===== src/rtl/hazard_pkg.sv =====
// hazard_pkg: shared definitions for the parametrised ID-stage hazard unit.
//   - hz_state_e : FSM state encodings (RUN..BUSY), exported on state_o.
//   - CODE_*     : 4-bit cause codes carried in the low nibble of stall_output.
//   - cause_word : widens a cause code to the 32-bit debug bus.
package hazard_pkg;

  typedef enum logic [2:0] {
    ST_RUN          = 3'd0,
    ST_LOAD_STALL   = 3'd1,
    ST_BRANCH_STALL = 3'd2,
    ST_FLUSH        = 3'd3,
    ST_BUSY         = 3'd4
  } hz_state_e;

  localparam logic [3:0] CODE_NONE   = 4'h0;
  localparam logic [3:0] CODE_LOAD   = 4'h1;
  localparam logic [3:0] CODE_ADDR   = 4'hA;
  localparam logic [3:0] CODE_BRANCH = 4'hB;
  localparam logic [3:0] CODE_BUSY   = 4'hC;
  localparam logic [3:0] CODE_FLUSH  = 4'hF;

  function automatic logic [31:0] cause_word(input logic [3:0] code);
    return {28'd0, code};
  endfunction

endpackage


===== src/rtl/hazard_unit_param_if.sv =====
// hazard_unit_param_if: groups the pipeline-side signals of the hazard unit.
//   master : pipeline (drives ID/EX fields, receives stall/flush controls)
//   slave  : hazard unit (reads ID/EX fields, drives controls and debug)
// Fields: rs1_ID, rs2_ID, rs1_used, rs2_used, rd_EX, WB_sel, auipc_EX,
//         ext_busy, branch_ID, branch_taken  (pipeline -> hazard unit)
//         stall_IFID, stall_IDEX, flush, stall_output[31:0], state_o[2:0]
//                                             (hazard unit -> pipeline)
interface hazard_unit_param_if #(
  parameter int REG_AW = 5
);
  logic [REG_AW-1:0] rs1_ID;
  logic [REG_AW-1:0] rs2_ID;
  logic              rs1_used;
  logic              rs2_used;
  logic [REG_AW-1:0] rd_EX;
  logic              WB_sel;
  logic              auipc_EX;
  logic              ext_busy;
  logic              branch_ID;
  logic              branch_taken;
  logic              stall_IFID;
  logic              stall_IDEX;
  logic              flush;
  logic [31:0]       stall_output;
  logic [2:0]        state_o;

  modport master (
    output rs1_ID, rs2_ID, rs1_used, rs2_used, rd_EX, WB_sel, auipc_EX,
           ext_busy, branch_ID, branch_taken,
    input  stall_IFID, stall_IDEX, flush, stall_output, state_o
  );

  modport slave (
    input  rs1_ID, rs2_ID, rs1_used, rs2_used, rd_EX, WB_sel, auipc_EX,
           ext_busy, branch_ID, branch_taken,
    output stall_IFID, stall_IDEX, flush, stall_output, state_o
  );
endinterface


===== src/rtl/hazard_match.sv =====
// hazard_match: combinational source/destination comparator.
//   rs1, rs2, rs1_used, rs2_used : sources of the consuming instruction
//   rd                           : destination of the producing instruction
//   is_load, is_auipc            : producer type
//   m1, m2                       : per-source dependency (x0 never matches)
//   ld_haz, au_haz               : load-use and auipc address hazards
module hazard_match #(
  parameter int REG_AW = 5
) (
  input  logic [REG_AW-1:0] rs1,
  input  logic [REG_AW-1:0] rs2,
  input  logic              rs1_used,
  input  logic              rs2_used,
  input  logic [REG_AW-1:0] rd,
  input  logic              is_load,
  input  logic              is_auipc,
  output logic              m1,
  output logic              m2,
  output logic              ld_haz,
  output logic              au_haz
);
  logic rd_nz;

  assign rd_nz  = (rd != '0);
  assign m1     = rs1_used && (rs1 == rd) && rd_nz;
  assign m2     = rs2_used && (rs2 == rd) && rd_nz;
  assign ld_haz = is_load && (m1 || m2);
  // auipc forms an address from rs1 only, so rs2 never creates this hazard
  assign au_haz = is_auipc && m1;
endmodule


===== src/rtl/hazard_unit_param.sv =====
// hazard_unit_param: ID-stage hazard unit with FSM-sequenced stall/flush.
// Ports:
//   clock, reset (async, active-low)
//   hz : hazard_unit_param_if.slave (ID/EX fields in, stall/flush/debug out)
// Build option HAZARD_PERF_CNT_EN adds perf_stall_cnt / perf_flush_cnt,
// free-running 32-bit counts of stall and flush cycles, cleared by reset.
module hazard_unit_param
  import hazard_pkg::*;
#(
  parameter int REG_AW           = 5,
  parameter int LOAD_STALL_CYC   = 2,
  parameter int BRANCH_STALL_CYC = 1,
  parameter int FLUSH_CYC        = 1,
  parameter int CNT_W            = 4
) (
  input  logic               clock,
  input  logic               reset,
  hazard_unit_param_if.slave hz
`ifdef HAZARD_PERF_CNT_EN
  ,
  output logic [31:0]        perf_stall_cnt,
  output logic [31:0]        perf_flush_cnt
`endif
);

  hz_state_e        state_q, state_d;
  logic [CNT_W-1:0] cnt_q, cnt_d;
  logic             m1, m2, ld_haz, au_haz;
  logic             run_eval;
  logic             stall, flush;
  logic [3:0]       code;

  hazard_match #(.REG_AW(REG_AW)) u_match (
    .rs1      (hz.rs1_ID),
    .rs2      (hz.rs2_ID),
    .rs1_used (hz.rs1_used),
    .rs2_used (hz.rs2_used),
    .rd       (hz.rd_EX),
    .is_load  (hz.WB_sel),
    .is_auipc (hz.auipc_EX),
    .m1       (m1),
    .m2       (m2),
    .ld_haz   (ld_haz),
    .au_haz   (au_haz)
  );

  // BUSY with the unit released is evaluated exactly like RUN in that cycle
  assign run_eval = (state_q == ST_RUN) || ((state_q == ST_BUSY) && !hz.ext_busy);

  // State register
  always_ff @(posedge clock or negedge reset) begin
    if (!reset) begin
      state_q <= ST_RUN;
      cnt_q   <= '0;
    end else begin
      state_q <= state_d;
      cnt_q   <= cnt_d;
    end
  end

  // Next-state logic; cnt holds remaining cycles after the current one
  always_comb begin
    state_d = state_q;
    cnt_d   = cnt_q;
    if (hz.branch_taken) begin
      if (FLUSH_CYC > 1) begin
        state_d = ST_FLUSH;
        cnt_d   = CNT_W'(FLUSH_CYC - 2);
      end else begin
        state_d = ST_RUN;
        cnt_d   = '0;
      end
    end else if (state_q == ST_LOAD_STALL || state_q == ST_BRANCH_STALL ||
                 state_q == ST_FLUSH) begin
      if (cnt_q == '0) state_d = ST_RUN;
      else             cnt_d   = cnt_q - CNT_W'(1);
    end else if (state_q == ST_BUSY && hz.ext_busy) begin
      state_d = ST_BUSY;
    end else if (run_eval) begin
      state_d = ST_RUN;
      cnt_d   = '0;
      if (ld_haz) begin
        if (LOAD_STALL_CYC > 1) begin
          state_d = ST_LOAD_STALL;
          cnt_d   = CNT_W'(LOAD_STALL_CYC - 2);
        end
      end else if (au_haz) begin
        state_d = ST_RUN;
      end else if (hz.ext_busy) begin
        state_d = ST_BUSY;
      end else if (hz.branch_ID) begin
        if (BRANCH_STALL_CYC > 1) begin
          state_d = ST_BRANCH_STALL;
          cnt_d   = CNT_W'(BRANCH_STALL_CYC - 2);
        end
      end
    end else begin
      state_d = ST_RUN;
      cnt_d   = '0;
    end
  end

  // Output logic; reset low masks everything so outputs read 0 during reset
  always_comb begin
    stall = 1'b0;
    flush = 1'b0;
    code  = CODE_NONE;
    if (!reset) begin
      code = CODE_NONE;
    end else if (hz.branch_taken) begin
      flush = 1'b1;
      code  = CODE_FLUSH;
    end else if (state_q == ST_LOAD_STALL) begin
      stall = 1'b1;
      code  = CODE_LOAD;
    end else if (state_q == ST_BRANCH_STALL) begin
      stall = 1'b1;
      code  = CODE_BRANCH;
    end else if (state_q == ST_FLUSH) begin
      flush = 1'b1;
      code  = CODE_FLUSH;
    end else if (state_q == ST_BUSY && hz.ext_busy) begin
      stall = 1'b1;
      code  = CODE_BUSY;
    end else if (run_eval) begin
      if (ld_haz) begin
        stall = 1'b1;
        code  = CODE_LOAD;
      end else if (au_haz) begin
        stall = 1'b1;
        code  = CODE_ADDR;
      end else if (hz.ext_busy) begin
        stall = 1'b1;
        code  = CODE_BUSY;
      end else if (hz.branch_ID) begin
        stall = 1'b1;
        code  = CODE_BRANCH;
      end
    end
  end

  assign hz.stall_IFID   = stall;
  assign hz.stall_IDEX   = stall;
  assign hz.flush        = flush;
  assign hz.stall_output = cause_word(code);
  assign hz.state_o      = reset ? state_q : ST_RUN;

`ifdef HAZARD_PERF_CNT_EN
  always_ff @(posedge clock or negedge reset) begin
    if (!reset) begin
      perf_stall_cnt <= '0;
      perf_flush_cnt <= '0;
    end else begin
      if (stall) perf_stall_cnt <= perf_stall_cnt + 32'd1;
      if (flush) perf_flush_cnt <= perf_flush_cnt + 32'd1;
    end
  end
`endif

endmodule


===== src/flat_wrapper.sv =====
// flat-port wrapper written by rule: the top's interface ports become plain ports
module hazard_unit_param_flat import hazard_pkg::*;
#(
  parameter int REG_AW           = 5,
  parameter int LOAD_STALL_CYC   = 2,
  parameter int BRANCH_STALL_CYC = 1,
  parameter int FLUSH_CYC        = 1,
  parameter int CNT_W            = 4
)
  (clock, reset, hz_rs1_ID, hz_rs2_ID, hz_rs1_used, hz_rs2_used, hz_rd_EX, hz_WB_sel, hz_auipc_EX, hz_ext_busy, hz_branch_ID, hz_branch_taken, hz_stall_IFID, hz_stall_IDEX, hz_flush, hz_stall_output, hz_state_o);
  hazard_unit_param_if #(.REG_AW(REG_AW)) hz_i ();
  input  logic clock;
  input  logic reset;
  input wire logic [$bits(hz_i.rs1_ID)-1:0] hz_rs1_ID;
  input wire logic [$bits(hz_i.rs2_ID)-1:0] hz_rs2_ID;
  input wire logic [$bits(hz_i.rs1_used)-1:0] hz_rs1_used;
  input wire logic [$bits(hz_i.rs2_used)-1:0] hz_rs2_used;
  input wire logic [$bits(hz_i.rd_EX)-1:0] hz_rd_EX;
  input wire logic [$bits(hz_i.WB_sel)-1:0] hz_WB_sel;
  input wire logic [$bits(hz_i.auipc_EX)-1:0] hz_auipc_EX;
  input wire logic [$bits(hz_i.ext_busy)-1:0] hz_ext_busy;
  input wire logic [$bits(hz_i.branch_ID)-1:0] hz_branch_ID;
  input wire logic [$bits(hz_i.branch_taken)-1:0] hz_branch_taken;
  output wire logic [$bits(hz_i.stall_IFID)-1:0] hz_stall_IFID;
  output wire logic [$bits(hz_i.stall_IDEX)-1:0] hz_stall_IDEX;
  output wire logic [$bits(hz_i.flush)-1:0] hz_flush;
  output wire logic [$bits(hz_i.stall_output)-1:0] hz_stall_output;
  output wire logic [$bits(hz_i.state_o)-1:0] hz_state_o;
  assign hz_i.rs1_ID = hz_rs1_ID;
  assign hz_i.rs2_ID = hz_rs2_ID;
  assign hz_i.rs1_used = hz_rs1_used;
  assign hz_i.rs2_used = hz_rs2_used;
  assign hz_i.rd_EX = hz_rd_EX;
  assign hz_i.WB_sel = hz_WB_sel;
  assign hz_i.auipc_EX = hz_auipc_EX;
  assign hz_i.ext_busy = hz_ext_busy;
  assign hz_i.branch_ID = hz_branch_ID;
  assign hz_i.branch_taken = hz_branch_taken;
  assign hz_stall_IFID = hz_i.stall_IFID;
  assign hz_stall_IDEX = hz_i.stall_IDEX;
  assign hz_flush = hz_i.flush;
  assign hz_stall_output = hz_i.stall_output;
  assign hz_state_o = hz_i.state_o;
  hazard_unit_param #(.REG_AW(REG_AW), .LOAD_STALL_CYC(LOAD_STALL_CYC), .BRANCH_STALL_CYC(BRANCH_STALL_CYC), .FLUSH_CYC(FLUSH_CYC), .CNT_W(CNT_W)) u_core (.clock(clock), .reset(reset), .hz(hz_i));
endmodule

===== config.mk =====
export PLATFORM = sky130hd
export DESIGN_NAME = hazard_unit_param_flat
export DESIGN_NICKNAME = d
export VERILOG_FILES = /design/src/rtl/hazard_pkg.sv /design/src/rtl/hazard_unit_param_if.sv /design/src/rtl/hazard_match.sv /design/src/rtl/hazard_unit_param.sv /design/src/flat_wrapper.sv
export SDC_FILE = /design/constraint.sdc
export NUM_CORES = 1
export LEC_CHECK = 0
export ABC_AREA = 1
export BUFFER_PORTS_ARGS = -buffer_cell sky130_fd_sc_hd__buf_2
export CAP_MARGIN = 25
export CORE_MARGIN = 2
export CORE_UTILIZATION = 35
export DETAILED_ROUTE_END_ITERATION = 10
export PLACE_DENSITY = 0.68
export SETUP_SLACK_MARGIN = 0.2
export SLEW_MARGIN = 25
export SYNTH_ARGS = -nofsm -noshare
export SYNTH_HDL_FRONTEND = slang
export SYNTH_HIERARCHICAL = 1
export SYNTH_SLANG_ARGS = --single-unit

===== constraint.sdc =====
create_clock -name clock -period 3.97 [get_ports clock]
set_clock_uncertainty 0.2 [all_clocks]
set_input_delay 0.5955 -clock clock [delete_from_list [all_inputs] [get_ports clock]]
set_output_delay 0.5955 -clock clock [all_outputs]
set_load 0.01 [all_outputs]

**Yosys cells after proc, flatten, opt, wreduce, memory -nomap -nowiden**

Index checks and enable logic that the tools add are counted.

- Input bits: 24
- Register bits after elaboration: 7
- Logic and storage cells: 69
- Output and inout port bits: 38

- Eq/ne operators: 9
- Reductions and logical operators: 17
- Mux-type cells: 40
- Add/sub/neg operators: 1

Operator list:

| operator | number |
|---|---|
| two-way mux 4 bit | 15 |
| two-way mux 3 bit | 9 |
| two-way mux 1 bit | 16 |
| == test 5 bit | 2 |
| logical AND 1 bit | 8 |
| == test 3 x 2 -> 1 bit (second input constant) | 2 |
| != test 3 bit (second input constant) | 2 |
| nonzero test 5 bit | 1 |
| logical NOT 4 bit | 1 |
| logical OR 1 bit | 4 |
| subtractor 4 x 1 -> 4 bit (second input constant) | 1 |
| == test 3 x 1 -> 1 bit (second input constant) | 1 |
| == test 3 bit (second input constant) | 1 |
| logical NOT 3 bit | 1 |
| != test 3 x 2 -> 1 bit (second input constant) | 1 |
| AND reduction 2 bit | 1 |
| logical NOT 1 bit | 1 |

**Depth between registers and ports, before layout**

Gate-level depths: netlist (run 1).

- Depth in word-level cells: 13
- Gate-level depth with buffers: 12
- Depth with buffers taken out: 12

**Cells and area by module**

The synthesis (run 1) kept the hierarchy.

Modules (own cells, without submodules):

| module | area an instance (um2) | cells each | times used | seq. area each (um2) |
|---|---|---|---|---|
| hazard_unit_param | 705.7 | 107 | 1 | 150.1 |
| hazard_match | 256.5 | 63 | 1 | 0.0 |

**Worst setup path before layout (run 1)**

No wires, ideal clock.

- Path kind: input to output
- Start point: input hz_rs1_ID[0]
- End point: output hz_stall_IFID
- Slack: 1.459 ns
- Path buffers: 1
- Cell stages on the path: 11
- Data required time: 3.174 ns
- Arrival: 1.716 ns
- Path through: inv_1 nand2_1 nand2_2 nor2_2 nand2_2 nor3b_1 inv_1 nand2_1 nor2_1 a21oi_1 buf_4

- Word-level cells in the longest chain between the ends: 13
- Elaborated cells between the ends (all ways): 15
- Those cells by class: 1 x eq/ne; 9 x mux; 5 x reduce/logical

Ends and longest elaborated chain:

| element | line | text |
|---|---|---|
| start, declared | flat_wrapper.sv:14 | `input wire logic [$bits(hz_i.rs1_ID)-1:0] hz_rs1_ID;` |
| == test 5 bit | hazard_match.sv:25 | `assign m1 = rs1_used && (rs1 == rd) && rd_nz;` |
| logical AND 1 bit (2 in a row) | hazard_match.sv:25 |  |
| logical AND 1 bit | hazard_match.sv:29 | `assign au_haz = is_auipc && m1;` |
| net u_core.au_haz | hazard_unit_param.sv:28 | `logic m1, m2, ld_haz, au_haz;` |
| two-way mux 1 bit | hazard_unit_param.sv:129 | `end else if (au_haz) begin` |
| two-way mux 1 bit | hazard_unit_param.sv:126 | `if (ld_haz) begin` |
| two-way mux 1 bit | hazard_unit_param.sv:125 | `end else if (run_eval) begin` |
| two-way mux 1 bit | hazard_unit_param.sv:122 | `end else if (state_q == ST_BUSY && hz.ext_busy) begin` |
| two-way mux 1 bit | hazard_unit_param.sv:119 | `end else if (state_q == ST_FLUSH) begin` |
| two-way mux 1 bit | hazard_unit_param.sv:116 | `end else if (state_q == ST_BRANCH_STALL) begin` |
| two-way mux 1 bit | hazard_unit_param.sv:113 | `end else if (state_q == ST_LOAD_STALL) begin` |
| two-way mux 1 bit | hazard_unit_param.sv:110 | `end else if (hz.branch_taken) begin` |
| two-way mux 1 bit | hazard_unit_param.sv:108 | `if (!reset) begin` |
| end, declared | flat_wrapper.sv:24 | `output wire logic [$bits(hz_i.stall_IFID)-1:0] hz_stall_IFID;` |

The timed path passes the listed nets, and every way through them passes these cells.

**Worst setup path in the final report (run 1)**

- Start point: input hz_rd_EX[3]
- End point: output hz_stall_IFID

- Word-level cells in the longest chain between the ends: 13
- Elaborated cells between the ends (all ways): 19
- Those cells by class: 2 x eq/ne; 9 x mux; 8 x reduce/logical

Ends and longest elaborated chain:

| element | line | text |
|---|---|---|
| start, declared | flat_wrapper.sv:18 | `input wire logic [$bits(hz_i.rd_EX)-1:0] hz_rd_EX;` |
| == test 5 bit | hazard_match.sv:25 |  |
| logical AND 1 bit | hazard_match.sv:25 |  |
| logical AND 1 bit (*) | hazard_match.sv:25 |  |
| logical AND 1 bit (*) | hazard_match.sv:29 |  |
| net u_core.au_haz | hazard_unit_param.sv:28 |  |
| two-way mux 1 bit (*) | hazard_unit_param.sv:129 |  |
| two-way mux 1 bit (*) | hazard_unit_param.sv:126 |  |
| two-way mux 1 bit (*) | hazard_unit_param.sv:125 |  |
| two-way mux 1 bit (*) | hazard_unit_param.sv:122 |  |
| two-way mux 1 bit (*) | hazard_unit_param.sv:119 |  |
| two-way mux 1 bit (*) | hazard_unit_param.sv:116 |  |
| two-way mux 1 bit (*) | hazard_unit_param.sv:113 |  |
| two-way mux 1 bit (*) | hazard_unit_param.sv:110 |  |
| two-way mux 1 bit (*) | hazard_unit_param.sv:108 |  |

The timed path passes the listed nets; every way through them passes the cells marked *.

==> qor.txt, run 1 <==
Outcome: completed
Synth cell types: 22
Post-CTS Setup Repair Bufs: 0
Diodes inserted: 0
R2r setup slk: 2.43 ns
Hold Path Class: register to register
Max rail drop VDD: 0.154 mV
Setup ws final: 1.29 ns
CTS Sinks: 6
Critical path arrival: 1.88 ns
Power Total: 192 µW
Final count of negative-setup-slack endpoints: 0
I/O pins: 62
Final Wtd Congestion: 0.793
Height of the die: 56.4 µm
Seq/Total Area, Yosys: 0.156
M1 wire length: 873 µm
FMAX: 373 MHz
Placed insts: 231
Row Count: 19
Hold slack final: 0.290 ns
Vias: 940
Pin count of the biggest net entering global routing: 12
Avg Vias per Cell: 4.00
Slowest CP cell: nor3b_1
NumNets Final: 231
Startpoint type of the worst setup path: input port
Crit path to: hz_stall_IFID
Delay-heaviest family, CP: simple AND/OR/NAND/NOR gates
Final hold violations: 0
Reg2reg start: u_core/cnt_q[0]
Final Critical Period: 2.68 ns
Slew Limit Fails: 0
Wirelength, routed: 1790 µm
Initial Utilization: 0.358
Synthesis-stage register bit count: 6
Post-DRT Antenna Nets: 0
RSZ-0062 raised after global routing: false
CTS clk-pin slew, worst paths: 0.04 ns
Worst setup EP type: primary output
First-pass GRT wire length: 3110 µm
Pleak: 0.000689 µW
CP bufs+invs: 4
Worst endpoint required time: 3.17 ns
Met2 WL: 740 µm
I/O Buffers: 32
Post-DP HPWL: 1570 µm
WS Path Type: input port to primary output
H-Tree Depth: 1
Die area: 3180 µm²
Clock Root Buffer: clkbuf_4
GRT Total Usage: 0.118
WL met3: 173 µm
Worst-Skew Late Latency: 0.24 ns
Syn Std Cell Area: 962 µm²
CP Depth: 12
CTS buffer count: 3
DP Worst Slack: 1.28 ns
Mean area per synthesized cell: 5.66 µm²
Worst-path maximum fanout: 4
CTS tree: done
Number of global-route vias before repair: 800
Post-Synthesis Cells: 170
Worst-path cell chain: buf_2 -> inv_2 -> nand2_1 -> nand2_1 -> nor2_1 -> nand2_1 -> nor3b_1 -> inv_1 -> nand2_1 -> nor2_1 -> a21oi_1 -> buf_2
Crit. Startpoint: hz_rd_EX[3]
Fin cells: 235
PostCTS Resize Cnt: 0
Pwr Density: 179 nW/µm²
Setup TNS: 0 ns
Most used cell, CP: nand2_1
Maxcap violations: 0
Ys Warns: 6
CTS Hold Bufs: 1
Yosys top cell by area: buf_4
Die W: 56.4 µm
Largest stage delay, worst path: 0.25 ns
P&R area growth vs syn: 11.6%
CTS Buffer Depth: 2
Pre-antenna DRT Iters: 5
Top cell type's share of synthesized area: 0.234
R2R depth: 9
Final period utilization: 0.675
Synth area leaders: buf_4 23%, nand2_1 20%, dfrtp_1 16%, inv_1 9.0%, nor2_1 7.8%
Max Used Layer: met3
Initial antenna violation count: 0
Core area: 2690 µm²
DR WL/cell: 7.61 µm
# DRC: 0
DR iter-0 viols: 12
Proportion of layout cells with a drive suffix above 1: 0.260
Reg-to-Reg End: u_core/cnt_q[3]
Grt total ovfl: 0
[power breakdown]
| group | leakage, µW | internal, µW | switching [µW] | total (µW) |
|---|---|---|---|---|
| sequential | 0.0000826 | 62.5 | 1.70 | 64.2 |
| combinational | 0.000592 | 25.3 | 47.7 | 73.1 |
| clock | 0.0000138 | 34.1 | 20.7 | 54.8 |
[how the worst min path moves through the flow]
stage | startpoint | endpoint | slack, ns | cells after the start
5_1_grt | u_core/cnt_q[0] | u_core/cnt_q[0] | 0.32 | 2
3_5_place_dp | reset | u_core/cnt_q[1] | 0.26 | 1
2_1_floorplan | reset | u_core/cnt_q[0] | 0.1 | 0
6_report | u_core/cnt_q[0] | u_core/cnt_q[0] | 0.29 | 2
3_3_place_gp | reset | u_core/cnt_q[1] | 0.26 | 1
4_1_cts | u_core/cnt_q[0] | u_core/cnt_q[0] | 0.30 | 2
[cells by family after synthesis]
logic type | synth area share
DFF | 0.156
buffers and inverters | 0.347
other | 0.00390
adders and majority gates | 0.0130
and+or+nand+nor | 0.412
AOI/OAI and AO/OA | 0.0676
[area by class of cell]
type	instances	area [µm²]
clock buffers	3	22.5
fillers	306	1610
inverters	29	109
multi-input cells	133	583
flip-flops and latches	6	150
well taps	31	38.8
repair buffers	33	170
[registers in the layout (all words and copies together) (netlist names)]
register        count
u_core/state_q      2
u_core/cnt_q        4
[placed cells by master (no fill, tap or decap), drive strengths merged]
cell type / count
or2: 2
conb: 29
a21oi: 4
nand3: 5
inv: 29
nand2: 57
nand4: 1
o32ai: 1
nor2: 25
dlygate4sd3: 1
clkbuf: 3
a31oi: 1
nor3b: 1
o21ai: 6
buf: 32
dfrtp: 6
ha: 1
[worst min-delay path, delay by kind of cell, from the launching register on]
family / cells / cell delay [ns]
compound gates: 1 / 0.07
flops: 1 / 0.33
simple gates: 1 / 0.05
[metal layers]
metal,up-vias,track usage
met5,-,0
met2,47,0.191
met4,0,0.0136
met3,0,0.0415
li1,520,-
met1,373,0.155
[synth_stat cells (all sizes together)]
master	number
nor3b	1
o21ai	6
nand4	1
a21oi	4
buf	30
nand2	57
a31oi	1
dfrtp	6
conb	1
inv	29
o32ai	1
or2	2
ha	1
nand3	5
nor2	25
[per-stage QoR]
step	area, µm²	utilization
after floorplan	1070	-
after global placement	1040	0.388
after detailed placement	1040	0.388
after CTS	1070	0.400
after global routing	1070	0.400
final	1070	0.400
Note: power is estimated with default switching activity, not from simulation.
==> inputs of run 2 (changes only) <==
Settings changed: ABC_AREA 1 to 0, PLACE_DENSITY 0.68 to 0.73.
Clock period 3.97 ns to 2.25 ns, I/O delays scaled along.
==> run 2 against run 1 <==
Effect of this change: critical path type unchanged; largest power group unchanged; total power grew 89%; highest routed layer is now met4; critical path depth decreased by 1; largest cell class unchanged; the flow now finishes with violations (setup timing); global-route usage increased by 2.6 points.
==> qor.txt, run 2 <==
Post-DP HPWL: 1480 µm (-5.9%)
Register with the most flip-flops: u_core/cnt_q
Pin count of the biggest net entering global routing: 11 (-1)
Vias: 800 (-15%)
Placed insts: 165 (-29%)
Synthesis-stage register bit count: 6 (unchanged)
Avg Vias per Cell: 4.62 (+16%)
First-pass GRT wire length: 2960 µm (-4.7%)
Reg power frac: 0.314 (-0.020)
Height of the die: 53.4 µm (-5.4%)
Crit path to: hz_stall_output[2]
Top cell type's share of synthesized area: 0.264 (+0.0295)
Internal power: 235 µW (+93%)
Reg2reg start: u_core/cnt_q[0]
CTS clk-pin slew, worst paths: 0.06 ns (+0.02 ns)
P&R area growth vs syn: 34.8%
Logic pwr share: 0.398 (+0.018)
Post-synth EDFFs: 0 (unchanged)
Largest register FFs: 4 (unchanged)
Setup ws final: -0.343 ns (-1.63 ns)
Die W: 53.4 µm (-5.4%)
Max rail drop VDD: 0.213 mV (+38%)
Yosys top cell by area: buf_4
Synth area leaders: buf_4 26%, dfrtp_1 18%, xnor2_1 6.1%, xor2_1 4.1%, o21a_1 3.5%
Slew Limit Fails: 0 (unchanged)
Final Wtd Congestion: 0.745 (-6.1%)
Outcome: complete, but fails checks
CTS Buffer Depth: 2 (unchanged)
Post-DRT Antenna Nets: 0 (unchanged)
Async set or reset register ratio after synthesis: 1.00 (unchanged)
GRT Total Usage: 0.144 (+0.0258)
Maxcap violations: 0 (unchanged)
CTS Sinks: 6 (unchanged)
H-Tree Depth: 1 (unchanged)
Startpoint type of the worst setup path: input port
Hold Path Class: input port to register
R2R depth: 5 (-4)
Number of global-route vias before repair: 745 (-6.9%)
Crit. Startpoint: hz_rd_EX[2]
Initial antenna violation count: 0 (unchanged)
Fin cells: 173 (-26%)
Setup TNS: -1.83 ns (-1.83 ns)
Mean area per synthesized cell: 8.14 µm² (+44%)
Syn Std Cell Area: 855 µm² (-11%)
Final count of negative-setup-slack endpoints: 6 (+6)
FMAX: 386 MHz
I/O pins: 62 (unchanged)
Switching Share: 0.353 (-0.0119)
DR WL/cell: 11.1 µm (+46%)
Failing checks: setup timing
DR iter-0 viols: 16 (+4)
Final period utilization: 1.15
Commonest cells after routing, fill and taps aside: 29 x buf_2, 29 x conb_1, 6 x buf_6, 6 x dfrtp_1
Pleak: 0.000555 µW (-19%)
Sw Pwr: 128 µW (+83%)
CTS buffer count: 3 (unchanged)
Filler cells: 222 (-27%)
CTS tree: done
Power Total: 364 µW (+89%)
Grt total ovfl: 0 (unchanged)
Critical path arrival: 2.06 ns (+0.18 ns)
R2r setup slk: 0.47 ns (-1.96 ns)
Proportion of layout cells with a drive suffix above 1: 0.434 (+0.175)
Worst endpoint required time: 1.71 ns (-1.46 ns)
Seq/Total Area, Yosys: 0.176 (+0.0196)
WS Path Type: input port to primary output
Initial Utilization: 0.379 (+0.0208)
Most instantiated cells after synthesis: 30 x buf_4, 6 x dfrtp_1, 6 x xnor2_1, 5 x nor2_1
Reg-to-Reg End: u_core/cnt_q[1]
Top-count cell post-synth: buf_4
Clock Root Buffer: clkbuf_4
Clk pwr share: 0.288 (+0.003)
Ys Warns: 6 (unchanged)
Worst-Skew Late Latency: 0.25 ns (about the same)
DP Worst Slack: -0.361 ns (-1.64 ns)
Synth cell types: 41 (+86%)
Core area: 2250 µm² (-16%)
Pwr Density: 316 nW/µm² (+76%)
Final hold violations: 0 (unchanged)
Wirelength, routed: 1930 µm (+7.7%)
Final Critical Period: 2.59 ns
# DRC: 0 (unchanged)
Diodes inserted: 0 (unchanged)
Worst-path maximum fanout: 3 (-1)
Row Count: 17 (-2)
Final Util: 0.511 (+0.111)
I/O Buffers: 32 (unchanged)
Post-Synthesis Cells: 105 (-38%)
NumNets Final: 172 (-26%)
Worst setup EP type: primary output
Leading registers by flop count: u_core/cnt_q x4, u_core/state_q x2
Pre-antenna DRT Iters: 6 (+1)
Most used DFF post-synth: dfrtp_1
RSZ-0062 raised after global routing: true
Die area: 2850 µm² (-10%)
[run 2: cell count changes in the layout (fill, tap and decap cells not counted), sizes merged, moves of 3 or more]
| cell | change |
|---|---|
| xnor2 | +6 |
| nor4 | +3 |
| and2 | +4 |
| o21a | +4 |
| inv | -25 |
| buf | +7 |
| nand2 | -54 |
| nand3 | -4 |
| nor2 | -19 |
| xor2 | +4 |
[run 2: how the worst min path moves through the flow]
stage | from | end | slack, ns | depth (start not counted)
floorplan | reset | u_core/cnt_q[0] | -0.16 | 0
global placement | reset | u_core/cnt_q[3] | -0.01 | 1
detailed placement | reset | u_core/cnt_q[3] | -0.01 | 1
CTS | hz_branch_taken | u_core/state_q[0] | 0.16 | 2
global route | hz_branch_taken | u_core/state_q[0] | 0.17 | 2
finish | hz_branch_taken | u_core/state_q[0] | 0.16 | 2
[run 2: what timing repair did]
item                                   4_1_cts  5_1_grt
endpoints found under the hold margin        6        0
hold buffers                                 1        0
setup endpoints to repair                    6        7
pin swaps                                   10        9
buffers inserted                             3        1
gates resized for setup                      9        8
[run 2: power groups by stage]
stage	registers, µW	clock network, µW	logic [µW]
after global placement	116	0	122
after floorplan	113	0	117
after detailed placement	116	0	124
after CTS	114	109	135
final	114	105	145
after global routing	114	118	159
[run 2: area by class of cell]
class                   instances  area (µm²)  area share
multi-input cells              92         677       0.587
repair buffers                 40         253       0.219
flip-flops and latches          6         150       0.130
well taps                      28        35.0      0.0304
clock buffers                   3        22.5      0.0195
inverters                       4        15.0      0.0130
[run 2: cells by family after synthesis]
family,synth area share
other,0.00439
DFF,0.176
buffers and inverters,0.294
AOI/OAI and AO/OA,0.152
xor gates and xnor gates,0.102
adders and majority gates,0.0146
and+or+nand+nor,0.256
[run 2: per-layer routing]
| metal | up-vias | track usage | part of all wire |
|---|---|---|---|
| li1 | 386 | - | - |
| met1 | 360 | 0.143 | 0.35 |
| met2 | 52 | 0.282 | 0.55 |
| met3 | 2 | 0.0169 | 0.090 |
| met4 | 0 | 0.0769 | 0.0062 |
| met5 | - | 0 | 0 |
[run 2: per-stage QoR]
step / hold slack (ns) / area [µm²]
after floorplan: -0.158 / 1020
after global placement: -0.0136 / 1010
after detailed placement: -0.00983 / 1010
after CTS: 0.156 / 1100
after global routing: 0.167 / 1150
final: 0.162 / 1150
[run 2: critical path, cell delays in order]
cell and delay (ns):
buf_6 0.10, or4_4 0.54, nor2_4 0.14, nor4_4 0.05
o21a_2 0.25, buf_6 0.12, buf_6 0.11, nor2_4 0.06
o21a_1 0.13, o21a_1 0.10, buf_2 0.12
==> inputs of run 3 (changes only) <==
Settings changed: CORE_MARGIN 2 to not set.
==> run 3 against run 2 <==
Effect of this change: the run still ends with setup timing left; sequential power about the same; combinational power decreased by 8%; clock-buffer cell count unchanged; maximum frequency increased by 2.9%; sequential cell count unchanged; critical path depth decreased by 2; die area decreased by 7.3%; sequential share of layout area increased by 0.73 points; first-iteration DRC count decreased by 25%; register-to-register slack improved by 0.02 ns; cell count unchanged.
==> qor.txt, run 3 (same netlist as run 2, synthesis figures left out) <==
Pwr Density: 319 nW/µm² (+0.99%)
Final count of negative-setup-slack endpoints: 6 (unchanged)
DR iter-0 viols: 12 (-4)
Max rail drop VDD: 0.163 mV (-23%)
Reg power frac: 0.328 (+0.014)
H-Tree Depth: 1 (unchanged)
Height of the die: 51.4 µm (-3.7%)
Hold Path Class: input port to register
Switching Share: 0.339 (-0.0148)
Die W: 51.4 µm (-3.7%)
Final Wtd Congestion: 0.703 (-5.6%)
Final Util: 0.484 (-0.0272)
P&R area growth vs syn: 27.7%
Internal power: 230 µW (-2.2%)
Logic pwr share: 0.385 (-0.013)
Row Count: 17 (unchanged)
Maxcap violations: 0 (unchanged)
Pleak: 0.000528 µW (-4.8%)
Sw Pwr: 118 µW (-8.4%)
I/O pins: 62 (unchanged)
Largest register FFs: 4 (unchanged)
Commonest cells after routing, fill and taps aside: 30 x buf_2, 29 x conb_1, 7 x buf_4
Worst-path maximum fanout: 5 (+2)
CTS tree: done
Wirelength, routed: 1720 µm (-10%)
Placed insts: 168 (+1.8%)
Post-DRT Antenna Nets: 0 (unchanged)
Post-DP HPWL: 1410 µm (-4.7%)
Avg Vias per Cell: 4.58 (-0.88%)
Worst endpoint required time: 1.71 ns (about the same)
Leading registers by flop count: u_core/cnt_q x4, u_core/state_q x2
Leading cell type in the layout, fill and taps excluded: buf_2
Slew Limit Fails: 0 (unchanged)
First-pass GRT wire length: 2860 µm (-3.3%)
Setup ws final: -0.270 ns (+0.0731 ns)
Grt total ovfl: 0 (unchanged)
Final period utilization: 1.12 (-0.0325)
Critical path arrival: 1.98 ns (-0.08 ns)
Final hold violations: 0 (unchanged)
RSZ-0062 raised after global routing: true
Final Critical Period: 2.52 ns (-0.0731 ns)
Vias: 793 (-0.88%)
Failing checks: setup timing
WS Path Type: input port to primary output
Proportion of layout cells with a drive suffix above 1: 0.400 (-0.0345)
Worst setup EP type: primary output
Worst-Skew Late Latency: 0.25 ns (about the same)
Number of global-route vias before repair: 764 (+2.6%)
Die area: 2640 µm² (-7.3%)
Power Total: 348 µW (-4.4%)
FMAX: 397 MHz (+2.9%)
Fin cells: 173 (unchanged)
Initial antenna violation count: 0 (unchanged)
Initial Utilization: 0.379 (unchanged)
# DRC: 0 (unchanged)
Setup TNS: -1.44 ns (+0.390 ns)
CTS clk-pin slew, worst paths: 0.04 ns (-0.02 ns)
Register with the most flip-flops: u_core/cnt_q
CTS Sinks: 6 (unchanged)
DR WL/cell: 9.97 µm (-10%)
Diodes inserted: 0 (unchanged)
Outcome: complete, but fails checks
I/O Buffers: 32 (unchanged)
CTS buffer count: 3 (unchanged)
NumNets Final: 172 (unchanged)
Pre-antenna DRT Iters: 4 (-2)
Pin count of the biggest net entering global routing: 11 (unchanged)
Core area: 2250 µm² (unchanged)
Clock Root Buffer: clkbuf_4
CTS Buffer Depth: 2 (unchanged)
Clk pwr share: 0.287 (about the same)
GRT Total Usage: 0.146 (+0.00190)
Startpoint type of the worst setup path: input port
DP Worst Slack: -0.354 ns (+0.00684 ns)
-- run 3: cell counts in the layout (fill, tap and decap cells not counted) --
No cell type changed its count.
-- run 3: power groups by stage --
stage               clock network [µW]  registers, µW  logic, µW
floorplan                            0            113        117
global placement                     0            115        124
detailed placement                   0            115        126
CTS                                105            114        132
global route                       105            114        148
finish                            99.7            114        134
-- run 3: cell type report --
type / instances / area (µm²)
multi-input combinational: 92 / 629
timing repair buffer: 40 / 239
sequential: 6 / 150
clock buffer: 3 / 22.5
fill: 222 / 1160
inverter: 4 / 15.0
tap: 28 / 35.0
-- run 3: worst max-delay path, cell delays in order --
cell	delay, ns
buf_8	0.09
or4_4	0.53
nor2_4	0.11
nor4_2	0.06
o21a_2	0.25
nor2_4	0.12
nor4b_4	0.26
a2111oi_4	0.06
buf_2	0.16
-- run 3: stage by stage --
step	instance area (µm²)	hold WS (ns)
after floorplan	1020	-0.158
after global placement	1030	-0.0107
after detailed placement	1030	-0.00925
after CTS	1080	0.171
after global routing	1090	0.200
final	1090	0.178
-- run 3: final timing paths --
path / startpoint / endpoint / slack [ns] / depth (start not counted)
worst min register to register: u_core/cnt_q[3] / u_core/cnt_q[3] / 0.37 / 1
worst max register to register: u_core/cnt_q[0] / u_core/cnt_q[1] / 0.49 / 5
max in group asynchronous: reset / u_core/cnt_q[3] / 1.29 / 2
worst min-delay path: hz_branch_taken / u_core/state_q[0] / 0.18 / 2
worst max-delay path: hz_rd_EX[2] / hz_stall_IDEX / -0.27 / 9
min in group asynchronous: reset / u_core/state_q[2] / 0.35 / 2
-- run 3: repair_timing --
action,4_1_cts,5_1_grt
resized for setup,5,1
setup buffers,1,0
pin swaps,3,1
cloned,0,0
endpoints found under the hold margin,6,0
hold buffers,1,0
endpoints found under the setup margin,6,6
-- run 3: metal layers --
layer / GRT usage / vias up / share of wire
li1: - / 388 / -
met3: 0.0179 / 5 / 0.068
met1: 0.134 / 355 / 0.36
met2: 0.290 / 45 / 0.55
met4: 0.0946 / 0 / 0.026
met5: 0 / - / 0
